==> config.mk <==
export PLATFORM = sky130hd
export DESIGN_NAME = fht_input_loader
export DESIGN_NICKNAME = d
export VERILOG_FILES = /design/src/rtl/fht_pkg.sv /design/src/rtl/fht_addr_bitrev.sv /design/src/rtl/fht_input_loader.sv
export SDC_FILE = /design/constraint.sdc
export NUM_CORES = 1
export LEC_CHECK = 0
export CORE_ASPECT_RATIO = 1.75
export CORE_MARGIN = 2
export CORE_UTILIZATION = 51
export DETAILED_ROUTE_END_ITERATION = 6
export PLACE_DENSITY = 0.82
export SYNTH_ARGS = -nofsm -noshare
export SYNTH_HDL_FRONTEND = slang
export SYNTH_SLANG_ARGS = --single-unit
export TNS_END_PERCENT = 100
==> constraint.sdc <==
create_clock -name iCLK -period 2.67 [get_ports iCLK]
set_input_delay 0.267 -clock iCLK [delete_from_list [all_inputs] [get_ports iCLK]]
set_output_delay 0.267 -clock iCLK [all_outputs]
set_load 0.005 [all_outputs]
==> src/rtl/fht_pkg.sv <==
// ---------------------------------------------------------------------------
// fht_pkg
// Shared definitions for the FHT front-end blocks (input loader, output
// unloader).
//   - loader_state_e   : loader FSM state encoding
//   - bank_size()      : words per data bank for a given bank address width
//   - n_points()       : transform length (four banks)
//   - bitrev()         : bit reversal of the low 'width' bits of a value
//   - bank_onehot()    : bank index to one-hot write enable
//   - WAIT_LOW_TIMEOUT : cycles the loader waits for the FHT core to drop RDY
// ---------------------------------------------------------------------------
package fht_pkg;

  localparam int A_BIT_DEFAULT    = 8;
  localparam int D_BIT_DEFAULT    = 16;
  localparam int WAIT_LOW_TIMEOUT = 16;

  // Widest value bitrev() can handle; callers zero-extend into this width.
  localparam int BITREV_MAX_W = 32;
  localparam int BITREV_IDX_W = $clog2(BITREV_MAX_W);

  typedef enum logic [2:0] {
    LD_LOAD      = 3'd0,
    LD_FLUSH     = 3'd1,
    LD_KICK      = 3'd2,
    LD_WAIT_LOW  = 3'd3,
    LD_WAIT_HIGH = 3'd4
  } loader_state_e;

  function automatic int bank_size(input int a_bit);
    return 1 << a_bit;
  endfunction

  function automatic int n_points(input int a_bit);
    return 4 * bank_size(a_bit);
  endfunction

  // Reverses bits [width-1:0] of value; result bits at and above width are 0.
  function automatic logic [BITREV_MAX_W-1:0] bitrev(
    input logic [BITREV_MAX_W-1:0] value,
    input int                      width
  );
    logic [BITREV_MAX_W-1:0] rev;
    logic [BITREV_IDX_W-1:0] src;
    rev = '0;
    for (int i = 0; i < BITREV_MAX_W; i++) begin
      if (i < width) begin
        src    = BITREV_IDX_W'(width - 1 - i);
        rev[i] = value[src];
      end
    end
    return rev;
  endfunction

  function automatic logic [3:0] bank_onehot(input logic [1:0] bank);
    return 4'b0001 << bank;
  endfunction

endpackage

==> src/rtl/fht_addr_bitrev.sv <==
// ---------------------------------------------------------------------------
// fht_addr_bitrev
// Maps a linear sample index to its bit-reversed location in the four FHT
// data banks. Purely combinational; shared by the input loader and the
// output unloader.
// Ports:
//   count  in  A_BIT+2  linear sample index
//   bank   out 2        bank select (top two bits of the reversed index)
//   addr   out A_BIT    word address inside the bank
// ---------------------------------------------------------------------------
module fht_addr_bitrev
  import fht_pkg::*;
#(
  parameter int A_BIT = A_BIT_DEFAULT
) (
  input  logic [A_BIT+1:0] count,
  output logic [1:0]       bank,
  output logic [A_BIT-1:0] addr
);

  localparam int CNT_W = A_BIT + 2;

  logic [BITREV_MAX_W-1:0]       count_ext;
  logic [BITREV_MAX_W-CNT_W-1:0] rev_unused;
  logic [CNT_W-1:0]              rev;

  assign count_ext          = {{(BITREV_MAX_W - CNT_W){1'b0}}, count};
  assign {rev_unused, rev}  = bitrev(count_ext, CNT_W);

  assign bank = rev[CNT_W-1:A_BIT];
  assign addr = rev[A_BIT-1:0];

endmodule

==> src/rtl/fht_input_loader.sv <==
// ---------------------------------------------------------------------------
// fht_input_loader
// Collects one frame of N = 4*2^A_BIT samples from a valid/ready stream,
// writes each sample into the four FHT data banks at its bit-reversed
// location, starts fht_control, and holds off input until the conversion's
// RDY low/high cycle has completed.
//
// Ports:
//   iCLK      in  1      clock
//   iRESET    in  1      synchronous active-high reset
//   iDATA     in  D_BIT  input sample
//   iVALID    in  1      iDATA valid
//   iSOP      in  1      first sample of a frame (qualified by iVALID)
//   oREADY    out 1      a sample is accepted this cycle if iVALID is high
//   iFHT_RDY  in  1      fht_control idle flag
//   oADDR_WR  out A_BIT  bank write address
//   oWE       out 4      one-hot bank write enable (bit k = bank k)
//   oDATA     out D_BIT  write data
//   oSTART    out 1      single-cycle start pulse to fht_control
//   oBUSY     out 1      frame in progress or conversion outstanding
//   oERR      out 1      sticky frame/handshake error, cleared by reset
//
// state     | meaning
// ----------+---------------------------------------------------------------
// LOAD      | accepting samples, n = index of next sample
// FLUSH     | last sample's registered write is on the bank bus
// KICK      | oSTART pulse to fht_control
// WAIT_LOW  | waiting for RDY to drop; gives up after WAIT_LOW_TIMEOUT
// WAIT_HIGH | conversion running, waiting for RDY to return
// ---------------------------------------------------------------------------
module fht_input_loader
  import fht_pkg::*;
#(
  parameter int A_BIT = A_BIT_DEFAULT,
  parameter int D_BIT = D_BIT_DEFAULT
) (
  input  logic             iCLK,
  input  logic             iRESET,
  input  logic [D_BIT-1:0] iDATA,
  input  logic             iVALID,
  input  logic             iSOP,
  output logic             oREADY,
  input  logic             iFHT_RDY,
  output logic [A_BIT-1:0] oADDR_WR,
  output logic [3:0]       oWE,
  output logic [D_BIT-1:0] oDATA,
  output logic             oSTART,
  output logic             oBUSY,
  output logic             oERR
);

  localparam int               CNT_W    = A_BIT + 2;
  localparam logic [CNT_W-1:0] LAST_IDX = CNT_W'(n_points(A_BIT) - 1);
  localparam int               TMR_W    = $clog2(WAIT_LOW_TIMEOUT);
  localparam logic [TMR_W-1:0] TMR_LOAD = TMR_W'(WAIT_LOW_TIMEOUT - 1);

  loader_state_e    state_q, state_d;
  logic [CNT_W-1:0] n_q, n_d;
  logic [TMR_W-1:0] timer_q, timer_d;
  logic             err_q, err_d;

  logic             ready_c;
  logic             start_c;
  logic             accept;
  logic [CNT_W-1:0] idx;
  logic [1:0]       wr_bank;
  logic [A_BIT-1:0] wr_addr;

  logic [3:0]       we_q;
  logic [A_BIT-1:0] addr_q;
  logic [D_BIT-1:0] data_q;

  fht_addr_bitrev #(
    .A_BIT (A_BIT)
  ) u_addr_bitrev (
    .count (idx),
    .bank  (wr_bank),
    .addr  (wr_addr)
  );

  always_comb begin
    state_d = state_q;
    n_d     = n_q;
    timer_d = timer_q;
    err_d   = err_q;
    ready_c = 1'b0;
    start_c = 1'b0;
    accept  = 1'b0;
    idx     = n_q;

    unique case (state_q)
      LD_LOAD: begin
        ready_c = 1'b1;
        accept  = iVALID;
        if (iVALID) begin
          // A start-of-packet always (re)starts the frame at sample 0.
          idx = iSOP ? '0 : n_q;
          // Error when SOP lands mid-frame or is missing on sample 0.
          if (iSOP != (n_q == '0)) begin
            err_d = 1'b1;
          end
          n_d = idx + CNT_W'(1);
          if (idx == LAST_IDX) begin
            state_d = LD_FLUSH;
          end
        end
      end

      LD_FLUSH: begin
        state_d = LD_KICK;
      end

      LD_KICK: begin
        start_c = 1'b1;
        timer_d = TMR_LOAD;
        state_d = LD_WAIT_LOW;
      end

      LD_WAIT_LOW: begin
        if (!iFHT_RDY) begin
          state_d = LD_WAIT_HIGH;
        end else if (timer_q == '0) begin
          // Core never acknowledged the start; drop the frame.
          err_d   = 1'b1;
          state_d = LD_LOAD;
        end else begin
          timer_d = timer_q - TMR_W'(1);
        end
      end

      LD_WAIT_HIGH: begin
        if (iFHT_RDY) begin
          state_d = LD_LOAD;
        end
      end

      default: begin
        state_d = LD_LOAD;
      end
    endcase
  end

  always_ff @(posedge iCLK) begin
    if (iRESET) begin
      state_q <= LD_LOAD;
      n_q     <= '0;
      timer_q <= '0;
      err_q   <= 1'b0;
      we_q    <= '0;
      addr_q  <= '0;
      data_q  <= '0;
    end else begin
      state_q <= state_d;
      n_q     <= n_d;
      timer_q <= timer_d;
      err_q   <= err_d;
      we_q    <= accept ? bank_onehot(wr_bank) : 4'b0000;
      if (accept) begin
        addr_q <= wr_addr;
        data_q <= iDATA;
      end
    end
  end

  assign oREADY   = ready_c;
  assign oSTART   = start_c;
  // n only returns to 0 outside LOAD or before the first accepted sample.
  assign oBUSY    = (state_q != LD_LOAD) || (n_q != '0);
  assign oERR     = err_q;
  assign oWE      = we_q;
  assign oADDR_WR = addr_q;
  assign oDATA    = data_q;

endmodule

==> results.cfg <==
[place]
place_congestion = 0.806
hpwl_um = 3170
io_buffer_count = 52
pre_cts_ws_ns = 0.630
place_inst = 330

[cells_and_area]
n_fill_cell = 332
layout.nets = 312
final_core_util_pct = 69.0
syn2layout_area_growth_pct = 31.8
layout.area.seq_um2 = 921
drive_gt1_share_pct = 5.52
n_antenna_cell = 0
fin_cells = 338
multi_input_area_um2 = 957

[clock_tree]
clock_latency_ns = 0.30
cts_tree = built
cts_resized = 0
cts.htree.levels = 2
numCtsBuffers = 5
clkSlewWorstSetupHoldPaths_ns = 0.08
post_cts_buffers = 0
max-clock-path-buffers = 2
cts_hold_buf = 0
cts_sinks = 46
cts_root_buffer = clkbuf_8

[yosys]
yosysTopAreaCell = dfxtp_1
synth_cell_type_count = 33
ys_warn_count = 0
synth_top_area_share_pct = 46.4
ys.flop_type = dfxtp_1
synth_area_mm2 = 0.00199
async_flop_share_pct = 0
synth_compound_area_share_pct = 16.4
synth_mux_area_share_pct = 0.504
yosys.area_share.simple_pct = 28.7
synth_most_common_cell = nand2_1
ys_seq_elements = 46
synthXorXnorAreaFrac_pct = 1.32
avgSynthCellArea_um2 = 8.04
syn_nets = 270
synthTopCellsByCount = nand2_1 (51), dfxtp_1 (46), a21oi_1 (34)
synthCells = 247
yosys.area_share.adder_pct = 1.26
synth_edf_count = 0
yosys-top-cells-area = dfxtp_1 (46%), nand2_1 (9.6%), a21oi_1 (8.6%)
synth_top_family_by_area = simple AND/OR/NAND/NOR gates
seq_area_frac_synth_pct = 46.4

[sta]
worst_pin_slew_ns = 0.947
setup-tns-final_ns = 0
max-slew-margin-rel_pct = 36.7
fin_ws_ns = 0.705
holdWs_ns = 0.456
fin_skew_ns = 0.00887
rsz0062_at_grt = no
fmax_mhz = 509
setup-violations-final = 0
finalHoldViolCount = 0
fin_crit_ns = 1.96
slew_viol_final = 0
period_share_pct = 73.6

[global_routing]
grt_max_degree = 37
overflow = 0
grt_pass1_wl_um = 7620
grt_pass1_vias = 1719
grt_antenna_before_repair = 0
grt_usage_pct = 22.4

[min_path]
min_from = oDATA[5]
hold_path_depth = 2
whs_endpoint = oDATA[5]
hp-class = flip-flop to flip-flop

[die]
initial_core_util_pct = 52.4
io_pins = 53
dieArea_mm2 = 0.00443
rows = 30
chipHeight_um = 86.5
core_mm2 = 0.00379
die_w_um = 51.2

[power_and_ir_drop]
combPwrFrac_pct = 10.7
p_per_area_mw_per_mm2 = 525
p_int_mw = 1.06
cellLeakagePower_nw = 0.932
irDropWorstVdd_v = 0.000482
swShare_pct = 22.7
power_frac_seq_pct = 52.2
p_sw_mw = 0.311
clkPwrFrac_pct = 37.1

[critical_path]
crit_chain = nor4_1, nand4_1, clkdlybuf4s50_1
r2r_start = state_q[2]
rr_endpoint = n_q[0]
r2r_cells = 4
r2r_slack_ns = 0.89
setup.worst_path.start_class = flip-flop
crit_arrival_ns = 1.70
worstPathRequired_ns = 2.40
critical-path-max-stage-delay_ns = 0.47
slowest_stage = clkdlybuf4s50_1
critPathKind = flip-flop to primary output
crit_buf_inv = 1
cp-end-kind = primary output
crit_path_max_fanout = 9
path_delay_family = simple AND/OR/NAND/NOR gates

[drt]
drcViolationCount = 0
vias_per_cell = 5.52
wirelength_um = 4540
drt_iter0_drc = 60
ant_nets = 0
post_drt_wl_per_cell_um = 13.4
num_vias = 1866
dr.pass1.iters = 4

[run_status]
status = completed

[run]
cap_violations = 0
[per-stage QoR]
| step | total power, mW | area, um2 |
|---|---|---|
| 2_1_floorplan | 0.797 | 1990 |
| 3_3_place_gp | 0.879 | 2510 |
| 3_5_place_dp | 0.880 | 2510 |
| 4_1_cts | 1.38 | 2620 |
| 5_1_grt | 1.43 | 2620 |
| 6_report | 1.37 | 2620 |
[cells in the final DEF, fill, tap and decap left out, drive strengths merged, types with 5 or more instances in the layout]
cell and instances:
nand2 51, buf 5, nor3 8, clkbuf 5
o21ai 10, nand3 6, dfxtp 46, clkdlybuf4s50 52
a21oi 34, nor2 15, a31oi 5, nand3b 6
[worst max-delay path by stage]
| stage | from | to | slack [ns] | depth (start not counted) |
|---|---|---|---|---|
| final | n_q[2] | oBUSY | 0.71 | 3 |
| after global routing | n_q[2] | oBUSY | 0.60 | 3 |
| after CTS | n_q[2] | oBUSY | 0.70 | 3 |
| after detailed placement | iSOP | n_q[8] | 0.63 | 7 |
| after global placement | iSOP | n_q[8] | 0.65 | 7 |
| after floorplan | state_q[2] | n_q[8] | 1.07 | 6 |
[flip-flops by register name, summed over array words and instances (netlist names)]
register / flops
n_q: 10
oADDR_WR: 8
oDATA: 16
oERR: 1
oWE: 4
state_q: 3
timer_q: 4
[final cells by class]
class / count / share of cell area, %
clock inverters: 3 / 1.53
multi-input cells: 176 / 36.6
clock buffers: 5 / 2.63
inverters: 3 / 0.430
well taps: 48 / 2.30
repair buffers: 57 / 21.3
flip-flops and latches: 46 / 35.2
[routing by layer]
| metal | routed length [um] | part of all wire (%) | GRT usage (%) | vias up |
|---|---|---|---|---|
| met4 | 124 | 2.7 | 10.3 | 0 |
| li1 | - | - | - | 932 |
| met3 | 176 | 3.9 | 5.34 | 10 |
| met1 | 1910 | 42 | 25.6 | 887 |
| met5 | 0 | 0 | 0 | - |
| met2 | 2330 | 51 | 38.5 | 37 |
[logic make-up after synthesis]
family | Yosys count
adders and majority gates | 2
AOI/OAI and AO/OA | 57
buffers and inverters | 25
muxes | 1
xor gates and xnor gates | 3
DFF | 46
and+or+nand+nor | 113
[power groups by stage]
stage               Combinational, mW  Clock [mW]  Sequential, mW
global placement                0.146           0           0.732
CTS                             0.148       0.518           0.716
detailed placement              0.148           0           0.732
floorplan                      0.0636           0           0.733
finish                          0.147       0.510           0.716
global route                    0.162       0.546           0.719
[worst reg2reg max path, delay by kind of cell, from the launching register on]
family	cells	cell delay, ns
and+or+nand+nor	2	0.83
DFF	1	0.42
buffers and inverters	1	0.26
AOI/OAI and AO/OA	1	0.12
(Power assumes the default switching activity.)
